===== config.mk =====
export PLATFORM = sky130hd
export DESIGN_NAME = serial_add_seq
export DESIGN_NICKNAME = d
export VERILOG_FILES = /design/src/rtl/fp_add_pkg.sv /design/src/rtl/full_adder.sv /design/src/rtl/serial_add_seq.sv
export SDC_FILE = /design/constraint.sdc
export NUM_CORES = 1
export LEC_CHECK = 0
export BUFFER_PORTS_ARGS = -buffer_cell sky130_fd_sc_hd__buf_4
export CAP_MARGIN = 30
export CELL_PAD_IN_SITES_DETAIL_PLACEMENT = 1
export CELL_PAD_IN_SITES_GLOBAL_PLACEMENT = 2
export CORE_ASPECT_RATIO = 2
export CORE_MARGIN = 1.5
export CORE_UTILIZATION = 35
export DETAILED_ROUTE_END_ITERATION = 10
export PLACE_DENSITY_LB_ADDON = 0.05
export SYNTH_ARGS = -nofsm -noshare
export SYNTH_HDL_FRONTEND = slang
export SYNTH_SLANG_ARGS = --single-unit

===== constraint.sdc =====
create_clock -name clk -period 2 [get_ports clk]
set_input_delay 0 -clock clk [delete_from_list [all_inputs] [get_ports clk]]
set_output_delay 0 -clock clk [all_outputs]
set_load 0.005 [all_outputs]

===== src/rtl/fp_add_pkg.sv =====
// fp_add_pkg: shared constants for the FP32 adder slice.
// Holds mantissa width and serial add/sub FSM state codes.
package fp_add_pkg;

  localparam int MANT_W = 24;

  localparam logic [1:0] S_IDLE = 2'd0;
  localparam logic [1:0] S_RUN  = 2'd1;
  localparam logic [1:0] S_DONE = 2'd2;

endpackage


===== src/rtl/full_adder.sv =====
// full_adder: one-bit full adder cell, gate-level.
// Ports: A, B, Cin in; Sum, Cout out.
module full_adder (
  input  logic A,
  input  logic B,
  input  logic Cin,
  output logic Sum,
  output logic Cout
);

  logic axb;

  assign axb  = A ^ B;
  assign Sum  = axb ^ Cin;
  assign Cout = (A & B) | (axb & Cin);

endmodule


===== src/rtl/serial_add_seq.sv =====
// serial_add_seq: bit-serial WIDTH-bit add/sub, LSB first, one full_adder.
// Ports: clk/rst, in_valid/in_ready + A,B,Cin,op_sub; out_valid/out_ready + Sum,Cout,ovf.
module serial_add_seq
  import fp_add_pkg::*;
#(
  parameter int WIDTH = MANT_W
) (
  input  logic             clk,
  input  logic             rst,
  input  logic             in_valid,
  output logic             in_ready,
  input  logic [WIDTH-1:0] A,
  input  logic [WIDTH-1:0] B,
  input  logic             Cin,
  input  logic             op_sub,
  output logic             out_valid,
  input  logic             out_ready,
  output logic [WIDTH-1:0] Sum,
  output logic             Cout,
  output logic             ovf
);

  localparam int CNT_W = $clog2(WIDTH);
  localparam logic [CNT_W-1:0] LAST =
    CNT_W'(WIDTH - 1);

  logic [1:0]       state;
  logic [CNT_W-1:0] cnt;
  logic [WIDTH-1:0] a_sh;
  logic [WIDTH-1:0] b_sh;
  logic [WIDTH-1:0] sum_sh;
  logic             carry;
  logic             fa_s;
  logic             fa_c;
  logic [WIDTH-1:0] sum_nx;

  full_adder u_fa (
    .A    (a_sh[0]),
    .B    (b_sh[0]),
    .Cin  (carry),
    .Sum  (fa_s),
    .Cout (fa_c)
  );

  assign in_ready = (state == S_IDLE) & ~rst;

  // new bit enters at the MSB; after WIDTH
  // shifts bit 0 sits at the LSB
  assign sum_nx = {fa_s, sum_sh[WIDTH-1:1]};

  always_ff @(posedge clk) begin
    if (rst) begin
      state     <= S_IDLE;
      cnt       <= '0;
      a_sh      <= '0;
      b_sh      <= '0;
      sum_sh    <= '0;
      carry     <= 1'b0;
      Sum       <= '0;
      Cout      <= 1'b0;
      ovf       <= 1'b0;
      out_valid <= 1'b0;
    end else begin
      unique case (state)
        S_IDLE: begin
          if (in_valid) begin
            a_sh  <= A;
            b_sh  <= op_sub ? ~B : B;
            carry <= op_sub | Cin;
            cnt   <= '0;
            state <= S_RUN;
          end
        end
        S_RUN: begin
          a_sh   <= a_sh >> 1;
          b_sh   <= b_sh >> 1;
          sum_sh <= sum_nx;
          carry  <= fa_c;
          cnt    <= cnt + 1'b1;
          if (cnt == LAST) begin
            Sum       <= sum_nx;
            Cout      <= fa_c;
            // carry into MSB vs out of MSB
            ovf       <= carry ^ fa_c;
            out_valid <= 1'b1;
            state     <= S_DONE;
          end
        end
        S_DONE: begin
          if (out_ready) begin
            out_valid <= 1'b0;
            state     <= S_IDLE;
          end
        end
        default: state <= S_IDLE;
      endcase
    end
  end

endmodule

==> flow_metrics.env <==
export IMPL_ioPinCount=82
export IMPL_post_place_cells=705
export IMPL_critPathKind="flop to flop"
export IMPL_port_buffer_count=81
export IMPL_die_area_mm2=0.01350
export IMPL_drv_slew=0
export IMPL_cts_sinks=106
export IMPL_postPlaceCellArea_mm2=0.005126
export IMPL_grt_use_total_pct=17.54
export IMPL_rr_worst_depth=4
export IMPL_die_w_um=82.91
export IMPL_dr_pass1_iters=4
export IMPL_status="finished, final reports clean"
export IMPL_design_area_mm2=0.005712
export IMPL_relSlewSlack_pct=49.55
export IMPL_cp_end_kind="flop"
export IMPL_vias=4056
export IMPL_post_drt_wl_per_cell_um=15.93
export IMPL_place_hpwl_um=7469
export IMPL_vias_per_cell=5.408
export IMPL_fin_ws_ns=0.4300
export IMPL_synthCells=516
export IMPL_tns_ns=0
export IMPL_setup_viol=0
export IMPL_cts_resized=0
export IMPL_drc=0
export IMPL_skew_ns=0.007139
export IMPL_fin_cells=750
export IMPL_grt_pass1_vias=4079
export IMPL_critPathArrivalTime_ns=1.78
export IMPL_p_per_area_mw_per_mm2=797.9
export IMPL_period_share_pct=78.50
export IMPL_yosysWarnings=0
export IMPL_start_util_pct=35.81
export IMPL_synth_largest_area_cell="dfxtp_1"
export IMPL_drive_gt1_share_pct=20.17
export IMPL_fin_crit_ns=1.570
export IMPL_hold_buffers=29
export IMPL_yosysSeqAreaShare_pct=47.48
export IMPL_netlist_area_mm2=0.004469
export IMPL_yosys_top_cells_area="dfxtp_1 47%, a21oi_1 8.4%, o21ai_0 5.4%"
export IMPL_power_total_mw=4.557
export IMPL_cap_violations=0
export IMPL_min_path_cells=3
export IMPL_max_vdd_ir_drop_mv=0.4115
export IMPL_grt_pass1_wl_um=19530
export IMPL_area_growth_pct=27.80
export IMPL_fin_hold_ws_ns=0.01438
export IMPL_power_leakage_nw=2.051
export IMPL_required_ns=2.21
export IMPL_diodes=0
export IMPL_first_iter_violations=157
export IMPL_rsz0062_at_grt="false"
export IMPL_final_nets=651
export IMPL_tightest_slew_ns=0.7559
export IMPL_clk_pin_slew_ns=0.07
export IMPL_clock_latency_ns=0.34
export IMPL_hp_class="input pin to flop"
export IMPL_synth_area_per_cell_um2=8.661
export IMPL_grt_start_max_net_pins=78
export IMPL_start_kind="flop"
export IMPL_hold_viol=0
export IMPL_wirelength_um=11950
export IMPL_htree_levels=3
export IMPL_place_congestion=0.6974
export IMPL_gr_total_overflow=0
export IMPL_cts_setup_buffers=0
export IMPL_fin_util_pct=45.76
export IMPL_rows=58
export IMPL_antenna_found_initial=0
export IMPL_synth_cell_type_count=40
export IMPL_synth_top_cell_area_share_pct=47.48
export IMPL_ant_nets=0
export IMPL_clock_root_buffer="clkbuf_16"
export IMPL_timing_fmax_mhz=636.9
export IMPL_synth_nets=572
export IMPL_clk_path_buf_depth=2
export IMPL_cts_buffers=9
export IMPL_coreArea_mm2=0.01248
export IMPL_cts_tree="done"
export IMPL_die_y_um=162.8
export IMPL_ys_seq_elements=106
export IMPL_worst_path_max_fanout=23
export IMPL_dp_slack_ns=0.4177
## routing by layer
metal / part of all wire (%) / up-vias / GRT usage [%] / wire [um]
met5: 0 / - / 0 / 0
met4: 1.7 / 0 / 6.136 / 202
met3: 2.5 / 12 / 2.585 / 303
met2: 54 / 61 / 32.41 / 6468
met1: 42 / 1968 / 20.39 / 4973
li1: - / 2015 / - / -
## flip-flops by register name (all words and copies together) (netlist names)
| register | cells |
|---|---|
| Sum | 24 |
| a_sh | 24 |
| b_sh | 24 |
| sum_sh | 23 |
| cnt | 5 |
| state | 2 |
| Cout | 1 |
| carry | 1 |
| out_valid | 1 |
| ovf | 1 |
## worst max-delay path, cell delays in order, from the launching register on
cell	delay, ns
dfxtp_1	0.37
buf_4	0.29
inv_1	0.40
o22ai_1	0.29
a21oi_1	0.09
## final timing paths
path	slack [ns]	start	to
worst max-delay path	0.43	state[0]	a_sh[16]
worst min-delay path	0.01	A[23]	a_sh[23]
worst max register to register	0.43	state[0]	a_sh[16]
worst min register to register	0.47	sum_sh[12]	sum_sh[11]
## Yosys cell counts (all sizes together)
| library cell | instances |
|---|---|
| nor2b | 2 |
| xor2 | 1 |
| dfxtp | 106 |
| nand3 | 33 |
| a211oi | 1 |
| clkbuf | 26 |
| o21ai | 48 |
| ha | 1 |
| nand2 | 51 |
| o21a | 1 |
| a31oi | 3 |
| o21bai | 1 |
| a311oi | 1 |
| a221oi | 1 |
| o21ba | 1 |
| and4b | 1 |
| fa | 1 |
| a22oi | 24 |
| nand4b | 1 |
| a2111oi | 1 |
| or3 | 2 |
| nor2 | 14 |
| inv | 5 |
| o221a | 1 |
| a21oi | 75 |
| o31ai | 3 |
| o22ai | 27 |
| nand2b | 2 |
| xnor2 | 24 |
| a2bb2oi | 1 |
| o221ai | 10 |
| or3b | 10 |
| o211a | 1 |
| nor3 | 2 |
| buf | 26 |
| o2bb2ai | 8 |
## where the power goes
| group | total (mW) | switching [mW] | internal (mW) |
|---|---|---|---|
| Combinational | 0.526 | 0.270 | 0.256 |
| Clock | 1.77 | 0.793 | 0.979 |
| Sequential | 2.26 | 0.0591 | 2.20 |
## logic make-up after synthesis
group | after synthesis | synth area share (%)
xor+xnor | 25 | 4.899
simple gates | 118 | 12.60
flops | 106 | 47.48
fa+ha+maj | 2 | 0.7279
buf+inv | 57 | 5.991
compound gates | 208 | 28.30
## cell usage in the layout, fill, tap and decap left out, types with 2 or more instances in the layout
| master | count |
|---|---|
| a21oi_1 | 75 |
| a22oi_1 | 24 |
| a31oi_1 | 3 |
| buf_12 | 2 |
| buf_4 | 89 |
| clkbuf_1 | 2 |
| clkbuf_16 | 9 |
| clkinvlp_4 | 2 |
| dfxtp_1 | 106 |
| dlygate4sd3_1 | 29 |
| inv_1 | 4 |
| nand2_1 | 51 |
| nand3_1 | 33 |
| nor2_1 | 14 |
| nor3_1 | 2 |
| o21ai_0 | 48 |
| o221ai_1 | 10 |
| o22ai_1 | 27 |
| o2bb2ai_1 | 8 |
| o31ai_1 | 3 |
| or3_1 | 2 |
| or3b_2 | 10 |
| xnor2_1 | 24 |
## cell type report
class                           instances  area (um^2)
Fill cell                            1474         6770
Timing Repair Buffer                  120        998.5
Multi-Input combinational cell        353         2090
Sequential cell                       106         2122
Tap cell                              150        187.7
Inverter                                5        18.77
Clock inverter                          5        62.56
Clock buffer                           11        232.7
No activity file was read; power rests on OpenSTA's default activity.
